===== src/rtl/bbmips_fetch_if.sv =====
// Fetch-unit bus bundle: instruction-memory request/response, decode handoff and redirect.
// master = fetch unit, slave = memory/decode/execute environment.
interface bbmips_fetch_if #(
  parameter int ADDR_W = 32,
  parameter int DATA_W = 32
);
  logic              o_mem_req;
  logic [ADDR_W-1:0] o_mem_addr;
  logic              i_mem_gnt;
  logic              i_mem_rvalid;
  logic [DATA_W-1:0] i_mem_rdata;
  logic              o_ins_valid;
  logic [DATA_W-1:0] o_ins;
  logic [ADDR_W-1:0] o_ins_pc;
  logic              i_ins_ready;
  logic              i_redir;
  logic [ADDR_W-1:0] i_redir_pc;

  modport master (
    output o_mem_req, o_mem_addr, o_ins_valid, o_ins, o_ins_pc,
    input  i_mem_gnt, i_mem_rvalid, i_mem_rdata, i_ins_ready, i_redir, i_redir_pc
  );

  modport slave (
    input  o_mem_req, o_mem_addr, o_ins_valid, o_ins, o_ins_pc,
    output i_mem_gnt, i_mem_rvalid, i_mem_rdata, i_ins_ready, i_redir, i_redir_pc
  );
endinterface


===== src/rtl/bbmips_fetch.sv =====
// Decoupled instruction fetch: credit-limited sequential requests to an in-order memory,
// FWFT prefetch FIFO toward decode, redirect flushes buffered and in-flight words.
module bbmips_fetch #(
  parameter int                ADDR_W   = 32,
  parameter int                DATA_W   = 32,
  parameter int                DEPTH    = 4,
  parameter logic [ADDR_W-1:0] RESET_PC = '0
) (
  input logic           i_clk,
  input logic           i_rst,
  bbmips_fetch_if.master bus
);
  localparam int                INC     = DATA_W / 8;
  localparam int                PW      = $clog2(DEPTH);
  localparam int                CW      = $clog2(DEPTH) + 1;
  localparam logic [ADDR_W-1:0] INC_A   = ADDR_W'(INC);
  localparam logic [ADDR_W-1:0] PC_MASK = ~(INC_A - ADDR_W'(1));

  typedef struct packed {
    logic [ADDR_W-1:0] pc;
    logic [DATA_W-1:0] ins;
  } entry_t;

  logic [ADDR_W-1:0] fetch_pc_q, fetch_pc_d;
  logic [ADDR_W-1:0] resp_pc_q, resp_pc_d;
  logic [CW-1:0]     count_q, count_d;
  logic [CW-1:0]     inflight_q, inflight_d;
  logic [CW-1:0]     discard_q, discard_d;
  logic [PW-1:0]     rd_ptr_q, rd_ptr_d;
  logic [PW-1:0]     wr_ptr_q, wr_ptr_d;
  entry_t            fifo_q [DEPTH];
  entry_t            fifo_d [DEPTH];

  logic          mem_req, ins_valid, issue, resp, keep, pop;
  logic [CW:0]   credit;
  entry_t        head;

  always_comb begin
    // Requests still in flight own a FIFO slot, so the FIFO can never overflow.
    credit    = {1'b0, inflight_q} + {1'b0, count_q};
    mem_req   = (credit < (CW+1)'(DEPTH)) && !bus.i_redir && !i_rst;
    ins_valid = (count_q != '0) && !bus.i_redir;
    issue     = mem_req && bus.i_mem_gnt;
    // A response with nothing outstanding (e.g. a straggler from before reset) is ignored.
    resp      = bus.i_mem_rvalid && (inflight_q != '0);
    keep      = resp && (discard_q == '0) && !bus.i_redir;
    pop       = ins_valid && bus.i_ins_ready;

    fetch_pc_d = fetch_pc_q;
    resp_pc_d  = resp_pc_q;
    count_d    = count_q;
    inflight_d = inflight_q;
    discard_d  = discard_q;
    rd_ptr_d   = rd_ptr_q;
    wr_ptr_d   = wr_ptr_q;
    fifo_d     = fifo_q;

    if (bus.i_redir) begin
      fetch_pc_d = bus.i_redir_pc & PC_MASK;
      resp_pc_d  = bus.i_redir_pc & PC_MASK;
      count_d    = '0;
      rd_ptr_d   = '0;
      wr_ptr_d   = '0;
      inflight_d = inflight_q - CW'(resp);
      discard_d  = inflight_q - CW'(resp);
    end else begin
      if (issue) fetch_pc_d = fetch_pc_q + INC_A;
      if (keep) begin
        fifo_d[wr_ptr_q] = '{pc: resp_pc_q, ins: bus.i_mem_rdata};
        wr_ptr_d         = wr_ptr_q + PW'(1);
        resp_pc_d        = resp_pc_q + INC_A;
      end
      if (pop) rd_ptr_d = rd_ptr_q + PW'(1);
      if (resp && (discard_q != '0)) discard_d = discard_q - CW'(1);
      inflight_d = inflight_q + CW'(issue) - CW'(resp);
      count_d    = count_q + CW'(keep) - CW'(pop);
    end
  end

  always_ff @(posedge i_clk or posedge i_rst) begin
    if (i_rst) begin
      fetch_pc_q <= RESET_PC;
      resp_pc_q  <= RESET_PC;
      count_q    <= '0;
      inflight_q <= '0;
      discard_q  <= '0;
      rd_ptr_q   <= '0;
      wr_ptr_q   <= '0;
      for (int i = 0; i < DEPTH; i++) fifo_q[i] <= '0;
    end else begin
      fetch_pc_q <= fetch_pc_d;
      resp_pc_q  <= resp_pc_d;
      count_q    <= count_d;
      inflight_q <= inflight_d;
      discard_q  <= discard_d;
      rd_ptr_q   <= rd_ptr_d;
      wr_ptr_q   <= wr_ptr_d;
      fifo_q     <= fifo_d;
    end
  end

  assign head            = fifo_q[rd_ptr_q];
  assign bus.o_mem_req   = mem_req;
  assign bus.o_mem_addr  = fetch_pc_q;
  assign bus.o_ins_valid = ins_valid;
  assign bus.o_ins       = head.ins;
  assign bus.o_ins_pc    = head.pc;
endmodule


===== src/flat_wrapper.sv =====
// flat-port wrapper written by rule: the top's interface ports become plain ports
module bbmips_fetch_flat 
#(
  parameter int                ADDR_W   = 32,
  parameter int                DATA_W   = 32,
  parameter int                DEPTH    = 4,
  parameter logic [ADDR_W-1:0] RESET_PC = '0
)
  (i_clk, i_rst, bus_o_mem_req, bus_o_mem_addr, bus_o_ins_valid, bus_o_ins, bus_o_ins_pc, bus_i_mem_gnt, bus_i_mem_rvalid, bus_i_mem_rdata, bus_i_ins_ready, bus_i_redir, bus_i_redir_pc);
  bbmips_fetch_if #(.ADDR_W(ADDR_W), .DATA_W(DATA_W)) bus_i ();
  input logic i_clk;
  input logic i_rst;
  output wire logic [$bits(bus_i.o_mem_req)-1:0] bus_o_mem_req;
  output wire logic [$bits(bus_i.o_mem_addr)-1:0] bus_o_mem_addr;
  output wire logic [$bits(bus_i.o_ins_valid)-1:0] bus_o_ins_valid;
  output wire logic [$bits(bus_i.o_ins)-1:0] bus_o_ins;
  output wire logic [$bits(bus_i.o_ins_pc)-1:0] bus_o_ins_pc;
  input wire logic [$bits(bus_i.i_mem_gnt)-1:0] bus_i_mem_gnt;
  input wire logic [$bits(bus_i.i_mem_rvalid)-1:0] bus_i_mem_rvalid;
  input wire logic [$bits(bus_i.i_mem_rdata)-1:0] bus_i_mem_rdata;
  input wire logic [$bits(bus_i.i_ins_ready)-1:0] bus_i_ins_ready;
  input wire logic [$bits(bus_i.i_redir)-1:0] bus_i_redir;
  input wire logic [$bits(bus_i.i_redir_pc)-1:0] bus_i_redir_pc;
  assign bus_o_mem_req = bus_i.o_mem_req;
  assign bus_o_mem_addr = bus_i.o_mem_addr;
  assign bus_o_ins_valid = bus_i.o_ins_valid;
  assign bus_o_ins = bus_i.o_ins;
  assign bus_o_ins_pc = bus_i.o_ins_pc;
  assign bus_i.i_mem_gnt = bus_i_mem_gnt;
  assign bus_i.i_mem_rvalid = bus_i_mem_rvalid;
  assign bus_i.i_mem_rdata = bus_i_mem_rdata;
  assign bus_i.i_ins_ready = bus_i_ins_ready;
  assign bus_i.i_redir = bus_i_redir;
  assign bus_i.i_redir_pc = bus_i_redir_pc;
  bbmips_fetch #(.ADDR_W(ADDR_W), .DATA_W(DATA_W), .DEPTH(DEPTH), .RESET_PC(RESET_PC)) u_core (.i_clk(i_clk), .i_rst(i_rst), .bus(bus_i));
endmodule

===== config.mk =====
export PLATFORM = sky130hd
export DESIGN_NAME = bbmips_fetch_flat
export DESIGN_NICKNAME = d
export VERILOG_FILES = /design/src/rtl/bbmips_fetch_if.sv /design/src/rtl/bbmips_fetch.sv /design/src/flat_wrapper.sv
export SDC_FILE = /design/constraint.sdc
export NUM_CORES = 1
export LEC_CHECK = 0
export ABC_AREA = 1
export BUFFER_PORTS_ARGS = -buffer_cell sky130_fd_sc_hd__buf_2
export CAP_MARGIN = 0
export CORE_AREA = 2 2 224 138
export DETAILED_ROUTE_END_ITERATION = 12
export DIE_AREA = 0 0 226 140
export MAX_ROUTING_LAYER = met4
export PLACE_DENSITY = 0.76
export SLEW_MARGIN = 0
export SYNTH_ARGS = -nofsm -noshare
export SYNTH_HDL_FRONTEND = slang
export SYNTH_SLANG_ARGS = --single-unit

===== constraint.sdc =====
create_clock -name i_clk -period 11.7 [get_ports i_clk]
set_input_delay 3.51 -clock i_clk [delete_from_list [all_inputs] [get_ports i_clk]]
set_output_delay 3.51 -clock i_clk [all_outputs]
set_load 0.005 [all_outputs]

# Word-level counts from Yosys, hierarchy flattened
# Index checks and enable logic that the tools add are counted.
# op_classes
addsub,11
mul,0
div,0
magnitude_cmp,4
n_eq_ne,0
shifts,0
n_mux,18
bitwise_logic,3
reduce_logical,21
# ops
cell,count
bitwise mux 256 bit,1
2-to-1 mux 64 bit,3
binary-select mux 64 bit (select 2 bit),1
demux 64 bit (select 2 bit),1
2-to-1 mux 32 bit,4
adder 32 x 3 -> 32 bit (second input constant),2
2-to-1 mux 3 bit,4
logical AND 1 bit,10
nonzero test 3 bit,3
subtractor 3 x 1 -> 3 bit,3
2-to-1 mux 2 bit,4
nonzero test 2 bit,4
adder 3 x 1 -> 3 bit,2
>= comparator 3 bit (second input constant),2
inverter 2 -> 3 bit,2
adder 2 x 1 -> 2 bit (second input constant),2
adder 3 x 3 -> 4 bit,1
< comparator 4 x 3 -> 1 bit (second input constant),1
logical NOT 3 bit,1
< comparator 3 x 1 -> 1 bit (second input constant),1
subtractor 3 x 1 -> 3 bit (second input constant),1
logical NOT 1 bit,2
AND reduction 2 bit,1
inverter 1 bit,1
# totals
register_bits,333
latch_bits,0
mem_bits_rw,0
mem_bits_ro,0
in_bits,70
wordCells,72
mem_count,0

# Logic depth before layout (Yosys ltp)
# Gate-level depths: netlist of the first run.
# logic_depth
depth_word,8
ltp_mapped,13
ltp_nobuf,12

# Worst setup path after synthesis of the first run
# No wires, ideal clock.
# synth_path
kind,in2out
from,in bus_i_redir
to,out bus_o_mem_req
arrival_time_ns,3.963
t_required_ns,8.190
setup_slack_ns,4.227
path_stages,4
path_buffers,1
path_cell_list,buf_2 > nor2_1 > nand2_1 > nor2_2
# synth_between
elab_chain_cells,3
# synth_lines
element,line,text
from (decl),flat_wrapper.sv:22,input wire logic [$bits(bus_i.i_redir)-1:0] bus_i_redir;
logical NOT 1 bit,bbmips_fetch.sv:41,mem_req = (credit < (CW+1)'(DEPTH)) && !bus.i_redir && !i_rst;
logical AND 1 bit (2 in series),bbmips_fetch.sv:41,
to (decl),flat_wrapper.sv:13,output wire logic [$bits(bus_i.o_mem_req)-1:0] bus_o_mem_req;
# No other way between the ends.

# Final worst setup path of the first run
# Same ends and word-level chain as after synthesis.

==> results of run 1 <==
[worst register-to-register path: cells and delay by family (launching register included)]
family | cells | cell delay, ns
adders and majority gates | 1 | 0.15
and+or+nand+nor | 5 | 1.45
AOI/OAI and AO/OA | 1 | 0.10
buffers and inverters | 3 | 0.67
DFF | 1 | 0.38
[layer usage]
layer	track usage	up-vias	wire length, microns
met5	-	-	0
met4	0.0443	0	511
met3	0.0592	46	3690
met2	0.395	534	18000
met1	0.397	6502	19000
li1	-	6625	-
[cell usage in the layout (no fill, tap or decap), types with 9 or more instances in the layout]
master,instances
o211ai_1,17
dfrtp_1,319
o21ai_0,173
buf_2,161
inv_1,130
o22ai_1,62
buf_4,15
nand4_1,9
o21ai_1,237
ha_1,16
nand3_1,66
nand2_1,503
xor2_1,17
nor2_1,219
clkbuf_16,31
a21oi_1,20
[state kept, by name, summed over array words and instances (netlist names)]
name                   cells
u_core.discard_q           3
u_core.count_q             3
u_core.resp_pc_q          30
u_core.inflight_q          3
u_core.rd_ptr_q            2
u_core.fifo_q            248
u_core.wr_ptr_q            2
u_core.bus.o_mem_addr     30
[worst max-delay path by stage]
stage	start	end	slack (ns)	cells past startpoint
final	bus_i_redir	bus_o_mem_req	3.75	6
after floorplan	i_rst	u_core.bus.o_mem_addr[10]	3.91	1
after global placement	bus_i_redir	bus_o_mem_req	3.74	6
after detailed placement	bus_i_redir	bus_o_mem_req	3.75	6
after CTS	bus_i_redir	bus_o_mem_req	3.74	6
after global routing	bus_i_redir	bus_o_mem_req	3.70	6
[stage by stage]
step,cells,util
final,2489,0.595
after global routing,2489,0.595
after CTS,2489,0.595
after detailed placement,2435,0.560
after global placement,2435,0.560
after floorplan,1965,-
[logic make-up after synthesis]
| logic type | count (synthesis) |
|---|---|
| fa+ha+maj | 18 |
| buf+inv | 253 |
| simple gates | 829 |
| xor+xnor | 19 |
| compound gates | 521 |
| other cells | 1 |
| flops | 321 |
[report_power, final]
group          switching [mW]  internal, mW
Sequential              0.178          1.35
Combinational           0.689         0.439
Clock                   0.432         0.594
[area by class of cell]
| class | count | area, sq um | area share |
|---|---|---|---|
| Sequential cell | 321 | 8040 | 0.458 |
| Multi-Input combinational cell | 1391 | 6530 | 0.372 |
| Timing Repair Buffer | 176 | 918 | 0.0523 |
| Clock buffer | 43 | 891 | 0.0508 |
| Inverter | 139 | 527 | 0.0300 |
| Tap cell | 408 | 510 | 0.0291 |
| Clock inverter | 11 | 140 | 0.00798 |
==> summary.txt, run 1 <==
Synthesis
  • Top-area cell type share of the netlist area: 0.510
  • Synth Flop Type: dfrtp_1
  • Synth Area in XOR/XNOR: 0.0106
  • Adder-cell share of the synthesized area: 0.0152
  • Synth cell count leaders: nand2_1, dfrtp_1, o21ai_1
  • Most frequent cell after synthesis: nand2_1
  • Post-synthesis cell count: 1,962
  • Synth area leaders: dfrtp_1, nand2_1, o21ai_1
  • Mux share of post-synthesis cell area: 0
  • Largest family of logic cells by synthesized area: simple AND/OR/NAND/NOR gates
  • Yosys reg bits: 321
  • Synthesized cell area: 15,800 sq um
  • Post-Synth Simple-Gate Area: 0.213
  • Sequential share of the synthesized area: 0.510
  • Asr flop ratio synth: 1.00
  • Synth Warn #: 0
  • Area leader, netlist: dfrtp_1
  • Post-synthesis compound-gate area fraction: 0.175
  • Yosys cell types: 38
  • Mean area per synthesized cell: 8.03 sq um
  • Post-synth EDFFs: 0

CTS
  • Clock Latency Late Sink: 0.58 ns
  • Clock buffer depth: 3
  • Post-CTS resize count: 0
  • Hold_buf cts: 0
  • Clock Pin Slew Worst Setup and Hold Paths: 0.06 ns
  • CTS Buf Count: 31
  • Clock H-tree levels: 1
  • CTS Sinks: 321
  • CTS tree: built
  • Root buffer cell: clkbuf_16
  • Setup fix buffers added after clock tree synthesis: 0

Timing
  • Final Cycle Share: 0.679
  • Clock Skew: 0.0220 ns
  • Setup ws final: 3.75 ns
  • Hold Slack: 0.480 ns
  • Final hold violation count: 0
  • Fmax: 0.126 GHz
  • RSZ-0062 raised after global routing: false
  • Max-slew violation count: 0
  • Setup violators final: 0
  • Period minus WS final: 7.95 ns
  • Setup TNS: 0 ns
  • Worst slew margin: 0.344
  • Worst-margin pin slew: 0.984 ns

Global route
  • Pin count of the biggest net entering global routing: 89
  • Vias in the first global route: 12,900
  • GRT Util Overall: 0.271
  • First-pass GRT wire length: 67,300 microns
  • Congestion Overflow GR: 0
  • Initial antenna violation count: 0

Drt
  • WL final: 41,200 microns
  • DRC: 0
  • Routed length per instance: 16.6 microns
  • ANT nets after route: 0
  • Vias per inst: 5.51
  • DR vias: 13,700
  • DRT Pass-1 Iters: 7
  • 1st-iter DRT viols: 1,648

Cells and area
  • Fillers: 2,624
  • Antenna diodes: 0
  • Layout cells sized above 1: 0.123
  • Final instance area: 17,600 sq um
  • Area Overhead vs Synth: 11.4%
  • Final net count: 2,148

Worst setup path
  • Most common cell on crit path: buf_2
  • Reg2Reg Setup Slack: 8.79 ns
  • Worst R2R Path Depth: 10
  • Critical Path RT: 8.19 ns
  • RR Startpoint: u_core.discard_q[0]
  • Worst r2r dst: u_core.fifo_q[63]
  • Crit end category: output pin
  • WP data arrival: 4.44 ns
  • Crit path max fanout: 51
  • CP Class: primary input to output pin
  • Critical path cell sequence: buf_2, buf_4, nor2_1, nand2_1, nor2_2, buf_2
  • CP max stage cell: buf_4
  • Slowest stage delay, CP: 0.48 ns
  • Critical Path Start Type: primary input
  • Critical path's top delay family: buffers and inverters
  • CP bufs+invs: 3

Floorplan
  • Ports: 168
  • Rows: 49
  • DIE AREA: 31,600 sq um
  • Starting density of the core: 0.534
  • Die X: 226 microns
  • Die height: 140 microns
  • Core Box Area: 29,500 sq um

Pwr
  • Cell area power density: 210 nW/um^2
  • Static leakage: 8.65 nW
  • Total power: 3.68 mW
  • Peak supply drop: 0.145 mV

Job
  • Max_cap viols: 0

Placement
  • Pre-CTS WS: 3.75 ns
  • DP Area: 16,500 sq um
  • HPWL after detailed placement: 26,200 microns
  • Final Wtd Congestion: 0.998
  • Input/output buffers: 161

Hold path
  • Hold_sp: u_core.fifo_q[157]
  • Hold Path Depth: 2
  • Hold EP: u_core.fifo_q[157]
  • Worst Hold Class: register to register

Status
  • Status: complete, no violations
No activity file was read; power rests on OpenSTA's default activity.
==> run 2, diff against run 1 <==
Settings changed: CORE_AREA 2 2 224 138 to 2 2 222 137, DIE_AREA 0 0 226 140 to 0 0 224 139, PLACE_DENSITY 0.76 to 0.75.
Clock period 11.7 ns to 8.1 ns, I/O delays scaled along.
==> summary.txt, run 2 (synthesized netlist as in run 1, its figures left out) <==
Worst setup path
  • Critical path's top delay family: buffers and inverters (unchanged)
  • Slowest stage delay, CP: 0.80 ns (was 0.48 ns)
  • Crit. Startpoint: u_core.rd_ptr_q[0] (was bus_i_redir)
  • CP bufs+invs: 3 (unchanged)
  • CP max stage cell: clkinv_2 (was buf_4)
  • Crit path max fanout: 69 (was 51)
  • WP data arrival: 3.46 ns (was 4.44 ns)
  • Critical path cell sequence: clkinv_2, buf_4, o21ai_0, o22ai_1, buf_2 (was buf_2, buf_4, nor2_1, nand2_1, nor2_2, buf_2)
  • Critical Path Start Type: register (was primary input)
  • RR Startpoint: u_core.discard_q[0] (unchanged)
  • Crit end category: output pin (unchanged)
  • CP Class: register to output pin (was primary input to output pin)
  • Critical Path RT: 5.67 ns (was 8.19 ns)

CTS
  • Clock buffer depth: 3 (unchanged)
  • Post-CTS resize count: 0 (unchanged)
  • Clock Pin Slew Worst Setup and Hold Paths: 0.07 ns (was 0.06 ns)
  • CTS Buf Count: 31 (unchanged)
  • Clock Latency Late Sink: 0.58 ns (about the same)
  • Hold_buf cts: 0 (unchanged)
  • CTS tree: built (unchanged)
  • CTS Sinks: 321 (unchanged)
  • Clock H-tree levels: 1 (unchanged)
  • Setup fix buffers added after clock tree synthesis: 0 (unchanged)
  • Root buffer cell: clkbuf_16 (unchanged)

Drt
  • DRC: 0 (unchanged)
  • DR vias: 13,700 (about the same)
  • Routed wl met3: 3730 microns (was 3690 microns)
  • Routed length per instance: 17.0 microns (was 16.6 microns)
  • Metal2 WL: 17,900 microns (was 18,000 microns)
  • Uppermost layer routed: met4 (unchanged)
  • Post-Route M1 WL: 19,600 microns (was 19,000 microns)
  • WL final: 41,900 microns (was 41,200 microns)
  • Vias per inst: 5.55 (was 5.51)
  • DRT Pass-1 Iters: 6 (was 7)
  • 1st-iter DRT viols: 1,440 (was 1,648)
  • ANT nets after route: 0 (unchanged)

Timing
  • Final Cycle Share: 0.727
  • Setup violators final: 0 (unchanged)
  • RSZ-0062 raised after global routing: false (unchanged)
  • Clock Skew: 0.0202 ns (was 0.0220 ns)
  • Final hold violation count: 0 (unchanged)
  • Max-slew violation count: 0 (unchanged)
  • Period minus WS final: 5.89 ns
  • Setup TNS: 0 ns (unchanged)
  • Fmax: 0.170 GHz
  • Worst slew margin: 0.296 (was 0.344)
  • Worst-margin pin slew: 1.06 ns (was 0.984 ns)

Global route
  • Pin count of the biggest net entering global routing: 196 (was 89)
  • GRT Util Overall: 0.282 (was 0.271)
  • Vias in the first global route: 13,000 (was 12,900)
  • First-pass GRT wire length: 69,000 microns (was 67,300 microns)
  • Congestion Overflow GR: 0 (unchanged)
  • Initial antenna violation count: 0 (unchanged)

Job
  • Max_cap viols: 0 (unchanged)

Cells and area
  • Non-Filler Instances: 2,464 (was 2,489)
  • Number of flip-flops in the largest register: 248 (unchanged)
  • Final net count: 2,146 (was 2,148)
  • Biggest register: u_core.fifo_q (unchanged)
  • Commonest non-fill, non-tap cells in the layout: nand2_1, dfrtp_1, o21ai_1 (unchanged)
  • Layout cells sized above 1: 0.125 (was 0.123)
  • Area Overhead vs Synth: 11.4% (about the same)
  • Fillers: 2,597 (was 2,624)
  • Antenna diodes: 0 (unchanged)
  • Commonest non-fill, non-tap cell in the layout: nand2_1 (unchanged)

Placement
  • Placed Cells: 2,407 (was 2,435)
  • Input/output buffers: 161 (unchanged)
  • Final Wtd Congestion: 1.03 (was 0.998)
  • HPWL after detailed placement: 26,700 microns (was 26,200 microns)

Floorplan
  • Rows: 49 (unchanged)
  • DIE AREA: 31,100 sq um (was 31,600 sq um)
  • Die X: 224 microns (was 226 microns)
  • Starting density of the core: 0.539 (was 0.534)
  • Die height: 139 microns (was 140 microns)
  • Ports: 168 (unchanged)
  • Core Box Area: 29,200 sq um (was 29,500 sq um)

Pwr
  • Static leakage: 8.67 nW (was 8.65 nW)
  • Cell area power density: 304 nW/um^2 (was 210 nW/um^2)
  • Peak supply drop: 0.196 mV (was 0.145 mV)

Status
  • Status: complete, no violations (unchanged)

Hold path
  • Worst Hold Class: register to register (unchanged)
  • Hold_sp: u_core.fifo_q[95] (was u_core.fifo_q[157])
## run 2: changes by cell type in the layout (fill, tap and decap cells not counted), sizes merged
| cell | change |
|---|---|
| bufinv | -1 |
| clkbuf | +1 |
| clkinv | +3 |
| buf | -2 |
## run 2: routing by layer
layer / vias to the layer above / global-route usage
met5: - / -
met4: 0 / 0.0537
met3: 66 / 0.0589
met2: 508 / 0.401
met1: 6453 / 0.418
li1: 6636 / -
## run 2: final cells by class
class	instances	area [sq um]	share of cell area
multi-input cells	1391	6530	0.372
well taps	382	478	0.0272
clock buffers	44	935	0.0533
flip-flops and latches	321	8040	0.458
inverters	139	527	0.0300
repair buffers	174	916	0.0522
clock inverters	13	128	0.00727
## run 2: worst paths after layout
| kind | endpoint | slack (ns) | depth (start not counted) |
|---|---|---|---|
| setup / recovery | bus_o_ins_pc[12] | 2.21 | 5 |
| max in group asynchronous | u_core.rd_ptr_q[0] | 4.97 | 3 |
| hold / removal | u_core.fifo_q[95] | 0.48 | 2 |
| setup reg to reg | u_core.fifo_q[92] | 5.13 | 10 |
| min in group asynchronous | u_core.inflight_q[2] | 1.81 | 2 |
| hold reg to reg | u_core.fifo_q[95] | 0.48 | 2 |
## run 2: worst reg2reg max path, stage by stage, from the launching register on
cell     delay, ns
dfrtp_1       0.37
inv_1         0.10
ha_1          0.15
inv_1         0.04
nor2_1        0.20
nand2_4       0.15
nor2_8        0.43
nand2_4       0.66
buf_4         0.55
nand2_1       0.14
o21ai_1       0.06
## run 2: power by group
group	switching, mW	internal [mW]	total, mW
Sequential	0.265	1.95	2.22
Combinational	0.992	0.634	1.63
Clock	0.634	0.866	1.50
## run 2: through the flow
step	util	setup WS (ns)	instance area, sq um	power, mW	hold slack (ns)
2_1_floorplan	-	1.39	15800	3.23	0.448
3_3_place_gp	0.564	2.65	16500	3.80	0.459
3_5_place_dp	0.564	2.64	16500	3.86	0.468
4_1_cts	0.600	2.23	17500	5.37	0.484
5_1_grt	0.600	1.94	17500	5.70	0.502
6_report	0.600	2.21	17500	5.34	0.480
==> run 3, diff against run 2 <==
Settings changed: ABC_AREA 1 to 0, CORE_AREA 2 2 222 137 to 2 2 220 136, DIE_AREA 0 0 224 139 to 0 0 222 138.
Clock period 8.1 ns to 5.2 ns, I/O delays scaled along.
==> summary.txt, run 3 <==
Cells and area
  • Final instance area: 17,100 sq um (was 17,500 sq um)
  • Non-Filler Instances: 1,622 (was 2,464)
  • Final net count: 1,303 (was 2,146)
  • Area Overhead vs Synth: 14.6% (was 11.4%)
  • Number of flip-flops in the largest register: 248 (unchanged)
  • Layout cells sized above 1: 0.453 (was 0.125)
  • Commonest non-fill, non-tap cell in the layout: dfrtp_1 (was nand2_1)
  • Biggest register: u_core.fifo_q (unchanged)
  • Commonest non-fill, non-tap cells in the layout: dfrtp_1, mux2_2, buf_2 (was nand2_1, dfrtp_1, o21ai_1)

Pwr
  • Total power: 7.88 mW (was 5.34 mW)
  • Cell area power density: 460 nW/um^2 (was 304 nW/um^2)
  • Static leakage: 7.95 nW (was 8.67 nW)
  • Peak supply drop: 0.282 mV (was 0.196 mV)

Status
  • Status: complete, no violations (unchanged)

Placement
  • DP Area: 16,200 sq um (was 16,500 sq um)
  • Pre-CTS WS: 1.07 ns (was 2.64 ns)
  • Final Wtd Congestion: 0.887 (was 1.03)
  • Input/output buffers: 161 (unchanged)
  • Placed Cells: 1,565 (was 2,407)
  • HPWL after detailed placement: 22,500 microns (was 26,700 microns)

Worst setup path
  • Crit path max fanout: 4 (was 69)
  • CP max stage cell: or4_4 (was clkinv_2)
  • Critical path cell sequence: buf_2, or4_4, nor3_1, buf_2 (was clkinv_2, buf_4, o21ai_0, o22ai_1, buf_2)
  • Critical Path RT: 3.64 ns (was 5.67 ns)
  • Worst R2R Path Depth: 6 (was 10)
  • WP data arrival: 2.47 ns (was 3.46 ns)
  • Crit end category: output pin (unchanged)
  • Slowest stage delay, CP: 0.46 ns (was 0.80 ns)
  • CP Class: primary input to output pin (was register to output pin)
  • Most common cell on crit path: buf_2
  • Crit. Startpoint: i_rst (was u_core.rd_ptr_q[0])
  • Critical path's top delay family: simple AND/OR/NAND/NOR gates (was buffers and inverters)
  • Worst r2r dst: u_core.bus.o_mem_addr[31] (was u_core.fifo_q[92])
  • RR Startpoint: u_core.inflight_q[2] (was u_core.discard_q[0])
  • CP bufs+invs: 2 (was 3)
  • Termination of the worst setup path: bus_o_mem_req (was bus_o_ins_pc[12])
  • Critical Path Start Type: primary input (was register)
  • Worst path depth: 4 (was 5)
  • Reg2Reg Setup Slack: 1.96 ns (was 5.13 ns)

CTS
  • CTS Sinks: 321 (unchanged)
  • Root buffer cell: clkbuf_16 (unchanged)
  • Clock buffer depth: 3 (unchanged)
  • CTS Buf Count: 30 (was 31)
  • Clock Pin Slew Worst Setup and Hold Paths: 0.06 ns (was 0.07 ns)
  • Post-CTS resize count: 0 (unchanged)
  • Hold_buf cts: 0 (unchanged)
  • Setup fix buffers added after clock tree synthesis: 0 (unchanged)
  • CTS tree: built (unchanged)
  • Clock H-tree levels: 1 (unchanged)
  • Clock Latency Late Sink: 0.55 ns (was 0.58 ns)

Drt
  • DR vias: 9,441 (was 13,700)
  • DRT Pass-1 Iters: 5 (was 6)
  • 1st-iter DRT viols: 615 (was 1,440)
  • ANT nets after route: 0 (unchanged)
  • WL final: 34,000 microns (was 41,900 microns)
  • DRC: 0 (unchanged)
  • Routed length per instance: 20.9 microns (was 17.0 microns)
  • Vias per inst: 5.82 (was 5.55)

Synthesis
  • Synth area leaders: dfrtp_1, mux2_2, mux4_2 (was dfrtp_1, nand2_1, o21ai_1)
  • Area leader, netlist: dfrtp_1 (unchanged)
  • Synth Flop Type: dfrtp_1 (unchanged)
  • Post-synth EDFFs: 0 (unchanged)
  • Synthesized cell area: 15,000 sq um (was 15,800 sq um)
  • Sequential share of the synthesized area: 0.537 (was 0.510)
  • Most frequent cell after synthesis: dfrtp_1 (was nand2_1)
  • Yosys cell types: 50 (was 38)
  • Asr flop ratio synth: 1.00 (unchanged)
  • Top-area cell type share of the netlist area: 0.537 (was 0.510)
  • Synth Warn #: 0 (unchanged)
  • Yosys reg bits: 321 (unchanged)
  • Synth cell count leaders: dfrtp_1, mux2_2, mux4_2 (was nand2_1, dfrtp_1, o21ai_1)
  • Post-synthesis cell count: 1,073 (was 1,962)
  • Mean area per synthesized cell: 13.9 sq um (was 8.03 sq um)

Floorplan
  • Ports: 168 (unchanged)
  • DIE AREA: 30,600 sq um (was 31,100 sq um)
  • Starting density of the core: 0.516 (was 0.539)
  • Die height: 138 microns (was 139 microns)
  • Die X: 222 microns (was 224 microns)
  • Core Box Area: 29,000 sq um (was 29,200 sq um)
  • Rows: 49 (unchanged)

Hold path
  • Worst Hold Class: register to register (unchanged)

Timing
  • Max-slew violation count: 0 (unchanged)
  • Final hold violation count: 0 (unchanged)
  • Setup violators final: 0 (unchanged)
  • Worst-margin pin slew: 1.22 ns (was 1.06 ns)
  • Final Cycle Share: 0.774
  • Clock Skew: 0.0118 ns (was 0.0202 ns)
  • Worst slew margin: 0.183 (was 0.296)
  • Setup ws final: 1.17 ns (was 2.21 ns)
  • Fmax: 0.248 GHz
  • Period minus WS final: 4.03 ns
  • RSZ-0062 raised after global routing: false (unchanged)

Global route
  • GRT Util Overall: 0.232 (was 0.282)
  • Pin count of the biggest net entering global routing: 128 (was 196)
  • Initial antenna violation count: 1 (was 0)
  • Congestion Overflow GR: 0 (unchanged)
  • Vias in the first global route: 9,737 (was 13,000)
  • First-pass GRT wire length: 54,900 microns (was 69,000 microns)

Job
  • Max_cap viols: 0 (unchanged)
[run 3: cell count changes after synthesis, sizes merged, moves of 39 or more]
cell   previous run  this run
nand2           513        44
o21ai           414        25
inv             137        25
mux2              0       262
mux4              0        62
o22ai            62         0
buf              64        16
nand3            67        28
nor2            224        23
[run 3: cell type report]
| cell class | count | area, sq um |
|---|---|---|
| clock buffers | 46 | 892 |
| multi-input cells | 657 | 6540 |
| inverters | 26 | 101 |
| diodes | 1 | 2.50 |
| fillers | 2321 | 11900 |
| clock inverters | 10 | 81.3 |
| flip-flops and latches | 321 | 8040 |
| repair buffers | 179 | 1020 |
| well taps | 382 | 478 |
[run 3: stage by stage]
stage               TNS [ns]  hold WS, ns  utilization
floorplan            -205.69        0.475            -
global placement           0        0.484        0.558
detailed placement         0        0.491        0.558
CTS                        0        0.505        0.591
global route               0        0.509        0.591
finish                     0        0.503        0.591
[run 3: cell families (layout without fill, tap and decap cells)]
logic type,Yosys count,after routing,synth area share
muxes,326,326,0.292
DFF,321,321,0.537
and+or+nand+nor,192,192,0.0685
buffers and inverters,98,261,0.0277
AOI/OAI and AO/OA,66,66,0.0288
xor gates and xnor gates,51,51,0.0299
adders and majority gates,18,18,0.0161
other,1,5,0.000251
[run 3: worst reg2reg max path, delay by kind of cell, from the launching register on]
family                   cells  cell delay (ns)
AND/OR/NAND/NOR              4             2.16
AO/OA/AOI/OAI                1             0.20
adder cells (fa/ha/maj)      1             0.34
flip-flops                   1             0.44
[run 3: power by group]
group          switching, mW  internal [mW]  total [mW]
clock network          0.928           1.23        2.16
registers              0.435           3.07        3.50
logic                  0.916           1.31        2.22
total                   2.28           5.60        7.88
[run 3: how the worst min path moves through the flow]
stage | from | end | slack, ns | cells past startpoint
finish | u_core.fifo_q[104] | u_core.fifo_q[104] | 0.50 | 1
detailed placement | u_core.fifo_q[15] | u_core.fifo_q[15] | 0.49 | 1
floorplan | u_core.fifo_q[127] | u_core.fifo_q[127] | 0.48 | 1
CTS | u_core.fifo_q[15] | u_core.fifo_q[15] | 0.50 | 1
global placement | u_core.fifo_q[37] | u_core.fifo_q[37] | 0.48 | 1
global route | u_core.fifo_q[15] | u_core.fifo_q[15] | 0.51 | 1
[run 3: layer usage]
metal / GRT usage / share of wire
met5: - / 0
met4: 0.0448 / 0.017
met3: 0.0465 / 0.054
met2: 0.344 / 0.46
met1: 0.338 / 0.47
